### config.mk
export PLATFORM = sky130hd
export DESIGN_NAME = pic_ctrl_resp
export DESIGN_NICKNAME = d
export VERILOG_FILES = /design/src/rtl/pic_ctrl_resp_pkg.sv /design/src/rtl/pic_ctrl_resp_gateway.sv /design/src/rtl/pic_ctrl_resp.sv
export SDC_FILE = /design/constraint.sdc
export NUM_CORES = 1
export LEC_CHECK = 0
export BUFFER_PORTS_ARGS = -buffer_cell sky130_fd_sc_hd__buf_4
export CAP_MARGIN = 20
export CORE_ASPECT_RATIO = 2
export CORE_MARGIN = 3
export CORE_UTILIZATION = 40
export CTS_BUF_LIST = sky130_fd_sc_hd__clkbuf_16
export CTS_CLUSTER_DIAMETER = 100
export DETAILED_ROUTE_END_ITERATION = 12
export PLACE_DENSITY = 0.72
export SLEW_MARGIN = 40
export SYNTH_ARGS = -nofsm -noshare
export SYNTH_HDL_FRONTEND = slang
export SYNTH_SLANG_ARGS = --single-unit
### constraint.sdc
create_clock -name clk -period 14.9 [get_ports clk]
set_clock_uncertainty 0.1 [all_clocks]
set_input_delay 2.98 -clock clk [delete_from_list [all_inputs] [get_ports clk]]
set_output_delay 2.98 -clock clk [all_outputs]
set_load 0.02 [all_outputs]
### src/rtl/pic_ctrl_resp_pkg.sv
`default_nettype none
// ============================================================================
// Module   : pic_ctrl_resp_pkg
// Brief    : PIC register map offsets, merge masks and address decode helper.
// Revision : 1.0 - initial release
// ============================================================================
package pic_ctrl_resp_pkg;

  localparam logic [31:0] PIC_MEIPL_OFF      = 32'h0000_0000;
  localparam logic [31:0] PIC_MEIP_OFF       = 32'h0000_1000;
  localparam logic [31:0] PIC_MEIE_OFF       = 32'h0000_2000;
  localparam logic [31:0] PIC_MEIGWCTRL_OFF  = 32'h0000_4000;
  localparam logic [31:0] PIC_MEIGWCLR_OFF   = 32'h0000_5000;

  localparam logic [31:0] PIC_MEIPL_MASK     = 32'h0000_000F;
  localparam logic [31:0] PIC_MEIP_MASK      = 32'h0000_0000;
  localparam logic [31:0] PIC_MEIE_MASK      = 32'h0000_0001;
  localparam logic [31:0] PIC_MEIGWCTRL_MASK = 32'h0000_0003;
  localparam logic [31:0] PIC_MEIGWCLR_MASK  = 32'h0000_0000;

  localparam int PIC_IDX_W = 10;

  typedef enum logic [2:0] {
    PIC_REG_NONE      = 3'd0,
    PIC_REG_MEIPL     = 3'd1,
    PIC_REG_MEIP      = 3'd2,
    PIC_REG_MEIE      = 3'd3,
    PIC_REG_MEIGWCTRL = 3'd4,
    PIC_REG_MEIGWCLR  = 3'd5
  } pic_reg_e;

  typedef enum logic {
    PIC_GW_LEVEL = 1'b0,
    PIC_GW_EDGE  = 1'b1
  } pic_gw_type_e;

  typedef struct packed {
    pic_reg_e               sel;
    logic [PIC_IDX_W-1:0]   idx;
  } pic_dec_t;

  // Offset must already be trimmed to the decoded bits with [1:0] cleared.
  function automatic pic_dec_t pic_decode(input logic [31:0] off);
    pic_dec_t d;
    d.sel = PIC_REG_NONE;
    d.idx = off[11:2];
    if (off == PIC_MEIP_OFF)                                d.sel = PIC_REG_MEIP;
    else if (off[31:12] == PIC_MEIPL_OFF[31:12])            d.sel = PIC_REG_MEIPL;
    else if (off[31:12] == PIC_MEIE_OFF[31:12])             d.sel = PIC_REG_MEIE;
    else if (off[31:12] == PIC_MEIGWCTRL_OFF[31:12])        d.sel = PIC_REG_MEIGWCTRL;
    else if (off[31:12] == PIC_MEIGWCLR_OFF[31:12])         d.sel = PIC_REG_MEIGWCLR;
    return d;
  endfunction

endpackage
`default_nettype wire

### src/rtl/pic_ctrl_resp_gateway.sv
`default_nettype none
// ============================================================================
// Module   : pic_gateway
// Brief    : Per-source interrupt gateway: polarity, level/edge, edge latch.
// Revision : 1.0 - initial release
// ============================================================================
module pic_gateway
  import pic_ctrl_resp_pkg::*;
(
  input  logic clk,
  input  logic rst_l,
  input  logic req_i,
  input  logic polarity_i,
  input  logic type_i,
  input  logic clr_i,
  output logic pending_o
);

  logic w_x;
  logic x_q, x_d;
  logic latch_q, latch_d;
  logic w_edge_mode;

  assign w_edge_mode = (type_i == PIC_GW_EDGE);
  assign w_x         = req_i ^ polarity_i;

  // Set wins over a coincident clear; level mode keeps the latch empty.
  always_comb begin
    x_d     = w_x;
    latch_d = 1'b0;
    if (w_edge_mode) latch_d = (w_x & ~x_q) | (latch_q & ~clr_i);
  end

  always_ff @(posedge clk) begin
    if (!rst_l) begin
      x_q     <= 1'b0;
      latch_q <= 1'b0;
    end else begin
      x_q     <= x_d;
      latch_q <= latch_d;
    end
  end

  assign pending_o = w_edge_mode ? latch_q : x_q;

endmodule
`default_nettype wire

### src/rtl/pic_ctrl_resp.sv
`default_nettype none
// ============================================================================
// Module   : pic_ctrl_resp
// Brief    : PIC register file responder for the LSU port plus claim arbiter.
// Revision : 1.0 - initial release
// ============================================================================
module pic_ctrl_resp
  import pic_ctrl_resp_pkg::*;
#(
  parameter int TOTAL_INT = 8,
  parameter int PIC_BITS  = 15,
  parameter int PL_BITS   = 4
) (
  input  logic                 clk,
  input  logic                 rst_l,
  input  logic                 picm_rden,
  input  logic                 picm_mken,
  input  logic                 picm_wren,
  input  logic [31:0]          picm_addr,
  input  logic [31:0]          picm_wr_data,
  output logic [31:0]          picm_rd_data,
  input  logic [TOTAL_INT:0]   extintsrc_req,
  output logic                 mexintpend,
  output logic [7:0]           claimid,
  output logic [PL_BITS-1:0]   pl
);

  localparam logic [31:0] ADDR_MASK =
    (PIC_BITS >= 32) ? 32'hFFFF_FFFF : ((32'd1 << PIC_BITS) - 32'd1);

  logic [31:0]                      w_off;
  pic_dec_t                         w_dec;
  logic [31:0]                      w_rd_val, w_mask_val;
  logic [TOTAL_INT:1]               w_gw_clr, w_pending;

  logic [TOTAL_INT:1][PL_BITS-1:0]  meipl_q, meipl_d;
  logic [TOTAL_INT:1]               meie_q, meie_d;
  logic [TOTAL_INT:1]               gw_pol_q, gw_pol_d;
  logic [TOTAL_INT:1]               gw_type_q, gw_type_d;
  logic [31:0]                      rd_data_q, rd_data_d;
  logic [7:0]                       claimid_q, claimid_d;
  logic [PL_BITS-1:0]               pl_q, pl_d;
  logic                             mexintpend_q, mexintpend_d;

  logic w_unused;
  assign w_unused = ^{extintsrc_req[0], picm_wr_data[31:PL_BITS]};

  assign w_off = picm_addr & ADDR_MASK & 32'hFFFF_FFFC;
  assign w_dec = pic_decode(w_off);

  // Register access: source 0 and ids above TOTAL_INT never match the loop.
  always_comb begin
    meipl_d    = meipl_q;
    meie_d     = meie_q;
    gw_pol_d   = gw_pol_q;
    gw_type_d  = gw_type_q;
    w_gw_clr   = '0;
    w_rd_val   = '0;
    w_mask_val = '0;
    if (w_dec.sel == PIC_REG_MEIP) begin
      w_rd_val   = 32'({w_pending, 1'b0});
      w_mask_val = PIC_MEIP_MASK;
    end
    for (int i = 1; i <= TOTAL_INT; i++) begin
      if (w_dec.idx == PIC_IDX_W'(i)) begin
        case (w_dec.sel)
          PIC_REG_MEIPL: begin
            w_rd_val   = 32'(meipl_q[i]);
            w_mask_val = PIC_MEIPL_MASK;
            if (picm_wren) meipl_d[i] = picm_wr_data[PL_BITS-1:0];
          end
          PIC_REG_MEIE: begin
            w_rd_val   = 32'(meie_q[i]);
            w_mask_val = PIC_MEIE_MASK;
            if (picm_wren) meie_d[i] = picm_wr_data[0];
          end
          PIC_REG_MEIGWCTRL: begin
            w_rd_val   = 32'({gw_type_q[i], gw_pol_q[i]});
            w_mask_val = PIC_MEIGWCTRL_MASK;
            if (picm_wren) begin
              gw_pol_d[i]  = picm_wr_data[0];
              gw_type_d[i] = picm_wr_data[1];
            end
          end
          PIC_REG_MEIGWCLR: begin
            w_mask_val  = PIC_MEIGWCLR_MASK;
            w_gw_clr[i] = picm_wren;
          end
          default: ;
        endcase
      end
    end
  end

  always_comb begin
    rd_data_d = rd_data_q;
    if (picm_rden)      rd_data_d = w_rd_val;
    else if (picm_mken) rd_data_d = w_mask_val;
  end

  // Strict greater-than keeps the lowest id on equal priority.
  always_comb begin
    claimid_d = '0;
    pl_d      = '0;
    for (int i = 1; i <= TOTAL_INT; i++) begin
      if (w_pending[i] && meie_q[i] && (meipl_q[i] > pl_d)) begin
        claimid_d = 8'(i);
        pl_d      = meipl_q[i];
      end
    end
    mexintpend_d = (claimid_d != 8'd0);
  end

  for (genvar g = 1; g <= TOTAL_INT; g++) begin : g_gw
    pic_gateway u_gw (
      .clk        (clk),
      .rst_l      (rst_l),
      .req_i      (extintsrc_req[g]),
      .polarity_i (gw_pol_q[g]),
      .type_i     (gw_type_q[g]),
      .clr_i      (w_gw_clr[g]),
      .pending_o  (w_pending[g])
    );
  end

  always_ff @(posedge clk) begin
    if (!rst_l) begin
      meipl_q      <= '0;
      meie_q       <= '0;
      gw_pol_q     <= '0;
      gw_type_q    <= '0;
      rd_data_q    <= '0;
      claimid_q    <= '0;
      pl_q         <= '0;
      mexintpend_q <= 1'b0;
    end else begin
      meipl_q      <= meipl_d;
      meie_q       <= meie_d;
      gw_pol_q     <= gw_pol_d;
      gw_type_q    <= gw_type_d;
      rd_data_q    <= rd_data_d;
      claimid_q    <= claimid_d;
      pl_q         <= pl_d;
      mexintpend_q <= mexintpend_d;
    end
  end

  assign picm_rd_data = rd_data_q;
  assign claimid      = claimid_q;
  assign pl           = pl_q;
  assign mexintpend   = mexintpend_q;

endmodule
`default_nettype wire

Word-level counts from Yosys, hierarchy flattened --
Cells that the tools add are included.
Word-level totals: register bits after elaboration 117, bits in latches 0, bits in writable memories 0, bits in read-only memories 0, word-level logic and storage cells 249, memories 0
Cells by class: $add $sub $neg 0, multiply operators 0, divide/modulo/power cells 0, order comparisons 8, eq/ne operators 17, shifts and indexed selects 0, muxes and demuxes 73, bitwise gates (word level) 48, reduce and logical (&&, ||, !) cells 51
Operators with widths (number):
- case mux 32 bit (4 select lines) | 7
- case mux 32 bit (3 select lines) | 8
- 2-to-1 mux 32 bit | 17
- AND reduction 3 bit | 24
- 2-to-1 mux 8 bit | 7
- == test 10 x 3 -> 1 bit, second input constant | 4
- 2-to-1 mux 4 bit | 9
- greater-than comparator 4 bit | 7
- == test 10 x 2 -> 1 bit, second input constant | 2
- zero test 20 bit | 1
- 2-to-1 mux 1 bit | 18
- AND 1 bit | 16
- logical AND 1 bit | 16
- NOT 1 bit | 16
- AND reduction 2 bit | 8
- 2-to-1 mux 3 bit | 5
- == test 13 x 11 -> 1 bit, second input constant | 1
- == test 3 bit, second input constant | 4
- case mux 4 bit (3 select lines) | 1
- == test 10 x 1 -> 1 bit, second input constant | 1
- == test 10 x 4 -> 1 bit, second input constant | 1
- == test 3 x 2 -> 1 bit, second input constant | 3
- 2-to-1 mux 9 bit | 1
- bitwise OR 1 bit | 8
- other kinds (5) | 12

Depth between registers and ports, before layout --
depth after elaboration 26, gate-level depth with buffers 60

By module --
From an unflattened synthesis, not the netlist that was laid out.
Second synthesis, totals: cell total of the unflattened synthesis 758, area, all modules 6043.3 um^2
By module, submodules not included:
- pic_ctrl_resp | instances 1, cells each 694, area each 5312.6 um^2, seq. area each 1481.4 um^2
- pic_gateway | instances 8, cells each 8, area each 91.3 um^2, seq. area each 40.0 um^2

Worst setup path after synthesis --
No wires, ideal clock.
kind register to register, start point reg gw_type_q[1] in the netlist's numbering, end point reg pl_q[1] (netlist: pl[1]), setup time 0.122 ns, data arrival time 10.912 ns, required time 14.678 ns, setup slack 3.766 ns, stages on the path, launching flop included 59, path buffers 0, period minus slack after synthesis 11.134 ns, path through dfxtp_1 -> mux2i_1 -> and3b_1 -> inv_1 -> ha_1 -> nand4_1 -> nand3_4 -> a21oi_2 -> nand2_1 -> o21ai_0 -> inv_1 -> ha_1 -> inv_1 -> o21ai_0 -> a2111oi_2 -> a311oi_1 -> a221oi_1 -> nor2_2 -> [23 not listed] -> a41oi_1 -> mux2_2 -> and2_1 -> nor2_1 -> ha_1 -> nor2b_1 -> o21a_1 -> o21a_1 -> o2111a_1 -> o31ai_1 -> ha_1 -> nor2b_1 -> o21a_1 -> o21a_1 -> o2111ai_1 -> nand2_1 -> o22a_1 -> o311a_1
On the way: cells in the longest elaborated chain, start to end 25
RTL lines:
- start: declaration | RTL line pic_ctrl_resp.sv:39 | logic [TOTAL_INT:1] gw_type_q, gw_type_d;
- start signal: assignment | RTL line pic_ctrl_resp.sv:140 | gw_type_q <= gw_type_d;
- 2-to-1 mux 1 bit (*) | RTL line pic_ctrl_resp_gateway.sv:44 | assign pending_o = w_edge_mode ? latch_q : x_q;
- logical AND 1 bit (*) (2 in series) | RTL line pic_ctrl_resp.sv:106 | if (w_pending[i] && meie_q[i] && (meipl_q[i] > pl_d)) begin
- 2-to-1 mux 4 bit (*) | RTL line pic_ctrl_resp.sv:106
- greater-than comparator 4 bit | RTL line pic_ctrl_resp.sv:106
- logical AND 1 bit | RTL line pic_ctrl_resp.sv:106
- 2-to-1 mux 4 bit (*) | RTL line pic_ctrl_resp.sv:106
- greater-than comparator 4 bit | RTL line pic_ctrl_resp.sv:106
- logical AND 1 bit | RTL line pic_ctrl_resp.sv:106
- [8 not listed]
- logical AND 1 bit | RTL line pic_ctrl_resp.sv:106
- 2-to-1 mux 4 bit (*) | RTL line pic_ctrl_resp.sv:106
- greater-than comparator 4 bit | RTL line pic_ctrl_resp.sv:106
- logical AND 1 bit | RTL line pic_ctrl_resp.sv:106
- 2-to-1 mux 4 bit (*) | RTL line pic_ctrl_resp.sv:106
- greater-than comparator 4 bit | RTL line pic_ctrl_resp.sv:106
- logical AND 1 bit | RTL line pic_ctrl_resp.sv:106
- 2-to-1 mux 4 bit (*) | RTL line pic_ctrl_resp.sv:106
- end signal: assignment | RTL line pic_ctrl_resp.sv:143 | pl_q <= pl_d;
- end: declaration | RTL line pic_ctrl_resp.sv:42 | logic [PL_BITS-1:0] pl_q, pl_d;
Mark *: on every way between the ends. The rest lies on a longest branch, timed or not. A chain may end at the register's enable or synchronous reset.

Worst setup path in the final report --
Ends and elaborated chain as after synthesis.

==> results.sh <==
export IMPL_cts_repair_resized=0
export IMPL_leakage_power_summed_over_all_cells_uw=0.00244
export IMPL_port_buffers=47
export IMPL_clock_insertion_delay_at_the_later_pin_of_the_skew_report_ns=0.34
export IMPL_crit_slowest_cell="sky130_fd_sc_hd__o2111ai_1"
export IMPL_final_setup_violations=0
export IMPL_die_area_sq_um=16300
export IMPL_critPathKind="register to register"
export IMPL_timing_setup_tns_ns=0
export IMPL_worst_min_delay_path_class="register to register"
export IMPL_area_growth_pct=11.2
export IMPL_ir_worst_vdd_mv=0.0734
export IMPL_drt_first_iter_violations=334
export IMPL_overflow_after_grt=0
export IMPL_netlist_area_sq_um=5880
export IMPL_power_combinational_fraction=0.078
export IMPL_worstPathRequired_ns=15.02
export IMPL_syn_avg_cell_area_sq_um=7.62
export IMPL_boundaryPins=123
export IMPL_clock_path_buffers=2
export IMPL_critPathMostFrequentCell="sky130_fd_sc_hd__ha_1"
export IMPL_min_period_over_period=0.899
export IMPL_cp_data_arrival_time_ns=13.52
export IMPL_drc_violation_count_after_routing=0
export IMPL_synth_cell_types=66
export IMPL_worst_path_max_fanout=9
export IMPL_antenna_found_initial=0
export IMPL_total_global_route_track_usage=0.202
export IMPL_final_period_demand_of_the_worst_path_ns=13.39
export IMPL_wire_length_of_the_first_global_routing_pass_mm=26.1
export IMPL_drv_max_cap_violation_count=0
export IMPL_dpl_hpwl_mm=12.9
export IMPL_report_final_hold_viol_count=0
export IMPL_min_delay_start="meie_q[4]"
export IMPL_die_w_um=91.8
export IMPL_gpl_final_weighted_congestion=0.906
export IMPL_worst_r2r_startpoint="gw_type_q[1]"
export IMPL_dr_pass1_iters=7
export IMPL_worstSetupEndpointType="register"
export IMPL_antenna_diode_count=0
export IMPL_post_route_cells_drive_above_1_share=0.124
export IMPL_result_of_the_run="finished clean"
export IMPL_syn_inst=772
export IMPL_power_frac_seq=0.463
export IMPL_vias_per_cell=5.69
export IMPL_nets=890
export IMPL_drtAntennaViolNets=0
export IMPL_floorplan_initialDensity=0.410
export IMPL_postCtsHoldBufs=0
export IMPL_die_height_um=178
export IMPL_avgRoutedWirePerCell_um=17.1
export IMPL_cts_htree_levels=3
export IMPL_cts_root_buf="sky130_fd_sc_hd__clkbuf_16"
export IMPL_cts_tree="built"
export IMPL_postRouteWirelength_mm=16.8
export IMPL_dr_total_vias=5608
export IMPL_rrSetupSlack_ns=1.51
export IMPL_reg2reg_to="pl[1]"
export IMPL_tritoncts_num_sinks=90
export IMPL_worst_r2r_cell_count=56
export IMPL_grt_start_max_net_pins=52
export IMPL_post_cts_buffers=0
export IMPL_slew_violations=0
export IMPL_critical_path_startpoint_type="register"
export IMPL_power_per_cell_area_nw_per_um2=80.1
export IMPL_max_slew_margin_rel=0.404
export IMPL_netSwitchingFraction=0.239
export IMPL_worstMarginPinSlew_ns=0.883
export IMPL_core_rowCount=62
export IMPL_vias_in_the_first_global_route=5304
export IMPL_postSynth_topFlopCell="sky130_fd_sc_hd__dfxtp_1"
export IMPL_synth_seq_cells=90
export IMPL_clk_pin_slew_ns=0.07
export IMPL_hold_path_endpoint="meie_q[4]"
export IMPL_netSwitchingPower_uw=126
export IMPL_internal_power_uw=399
export IMPL_cp_slowest_stage_delay_ns=0.64
export IMPL_ys_async_sr_fraction=0
export IMPL_synth_yosys_seq_area_share=0.306
export IMPL_fmax_ghz=0.0747
export IMPL_synth_edff_count=0
export IMPL_min_delay_path_depth=2
export IMPL_tritoncts_num_buffers=9
export IMPL_relative_contribution_of_the_clock_network_to_total_power=0.459
export IMPL_core_area_sq_um=14400
export IMPL_grt_setup_unrepaired="no"
export IMPL_synth_warning_count=0
export IMPL_final_hold_worst_slack_ns=0.383
[registers in the layout, indices dropped and copies added, names as in the netlist]
signal and flops:
mexintpend 1, g_gw.u_gw.latch_q 8, gw_type_q 8, gw_pol_q 8, meipl_q 32, picm_rd_data 9, claimid 4, meie_q 8
g_gw.u_gw.x_q 8, pl 4
[routing by layer]
layer  global-route usage  vias to the layer above  share of wire
met1                0.203                     2607           0.36
met4                0.147                        0          0.065
met5                    0                        -              0
li1                     -                     2721              -
met3               0.0280                       61          0.054
met2                0.373                      219           0.52
[synth_stat cells (6+ instances only)]
| cell | number | area share |
|---|---|---|
| sky130_fd_sc_hd__a211oi_1 | 10 | 0.013 |
| sky130_fd_sc_hd__a21oi_1 | 77 | 0.065 |
| sky130_fd_sc_hd__a31oi_1 | 10 | 0.011 |
| sky130_fd_sc_hd__and2_1 | 13 | 0.014 |
| sky130_fd_sc_hd__and3_1 | 7 | 0.0074 |
| sky130_fd_sc_hd__buf_4 | 27 | 0.034 |
| sky130_fd_sc_hd__clkbuf_1 | 42 | 0.027 |
| sky130_fd_sc_hd__dfxtp_1 | 90 | 0.31 |
| sky130_fd_sc_hd__ha_1 | 24 | 0.051 |
| sky130_fd_sc_hd__inv_1 | 34 | 0.022 |
| sky130_fd_sc_hd__mux2_2 | 15 | 0.029 |
| sky130_fd_sc_hd__mux2i_1 | 22 | 0.037 |
| sky130_fd_sc_hd__nand2_1 | 105 | 0.067 |
| sky130_fd_sc_hd__nand2b_1 | 6 | 0.0064 |
| sky130_fd_sc_hd__nand3_1 | 38 | 0.032 |
| sky130_fd_sc_hd__nand4_1 | 6 | 0.0064 |
| sky130_fd_sc_hd__nor2_1 | 53 | 0.034 |
| sky130_fd_sc_hd__nor2b_1 | 23 | 0.024 |
| sky130_fd_sc_hd__nor3_1 | 10 | 0.0085 |
| sky130_fd_sc_hd__nor3b_1 | 8 | 0.010 |
| sky130_fd_sc_hd__o21a_1 | 10 | 0.013 |
| sky130_fd_sc_hd__o21ai_0 | 44 | 0.037 |
| sky130_fd_sc_hd__o22ai_1 | 9 | 0.0096 |
| sky130_fd_sc_hd__xnor2_1 | 6 | 0.0089 |
[cells in the final DEF, fill, tap and decap left out, types with 10 or more instances in the layout]
master                     instances
sky130_fd_sc_hd__a211oi_1         10
sky130_fd_sc_hd__o21ai_0          44
sky130_fd_sc_hd__a31oi_1          10
sky130_fd_sc_hd__nor2b_1          22
sky130_fd_sc_hd__mux2i_1          22
sky130_fd_sc_hd__and2_1           13
sky130_fd_sc_hd__mux2_2           15
sky130_fd_sc_hd__inv_1            36
sky130_fd_sc_hd__nor2_1           53
sky130_fd_sc_hd__ha_1             24
sky130_fd_sc_hd__nor3_1           10
sky130_fd_sc_hd__conb_1           27
sky130_fd_sc_hd__nand2_1         105
sky130_fd_sc_hd__dfxtp_1          90
sky130_fd_sc_hd__nand3_1          38
sky130_fd_sc_hd__a21oi_1          77
sky130_fd_sc_hd__buf_4            50
sky130_fd_sc_hd__o21a_1           10
[power groups by stage]
stage	clock [uW]	combinational [uW]	sequential, uW
finish	241	41.1	243
floorplan	0	30.7	248
global placement	0	40.2	248
CTS	244	40.4	243
detailed placement	0	40.2	248
global route	250	43.7	243
[how the worst max path moves through the flow]
| stage | startpoint | end | slack, ns | depth (start not counted) |
|---|---|---|---|---|
| CTS | gw_type_q[1] | pl[1] | 1.60 | 56 |
| floorplan | gw_type_q[1] | pl[1] | 3.77 | 58 |
| global route | gw_type_q[1] | pl[1] | 0.73 | 58 |
| global placement | gw_type_q[1] | pl[1] | 1.82 | 56 |
| detailed placement | gw_type_q[1] | pl[1] | 1.70 | 56 |
| finish | gw_type_q[1] | pl[1] | 1.51 | 56 |
[logic make-up after synthesis]
logic type / synth area share
simple gates: 0.232
buf+inv: 0.0848
mux: 0.0738
flops: 0.306
xor+xnor: 0.0164
compound gates: 0.235
other cells: 0.000637
fa+ha+maj: 0.0510
[area by class of cell]
class | count | area, sq um
multi-input cells | 602 | 3680
repair buffers | 50 | 375
inverters | 35 | 131
clock inverters | 7 | 86.3
clock buffers | 9 | 225
flip-flops and latches | 90 | 1800
well taps | 192 | 240
fillers | 1431 | 7810
[stage by stage]
step	total power (uW)	instance area (sq um)	utilization	worst slack, ns	instances
3_5_place_dp	288	6230	0.434	1.70	969
4_1_cts	527	6540	0.456	1.60	985
2_1_floorplan	279	5980	-	3.77	798
5_1_grt	536	6540	0.456	0.733	985
6_report	524	6540	0.456	1.51	985
3_3_place_gp	288	6230	0.434	1.82	969
[critical path: cells and delay by family (launching register included)]
family,cells,cell delay [ns]
AOI/OAI and AO/OA,26,6.65
and+or+nand+nor,13,2.01
adders and majority gates,7,1.90
muxes,5,1.89
DFF,1,0.39
buffers and inverters,5,0.33
Power figures use the tool's default switching activity.
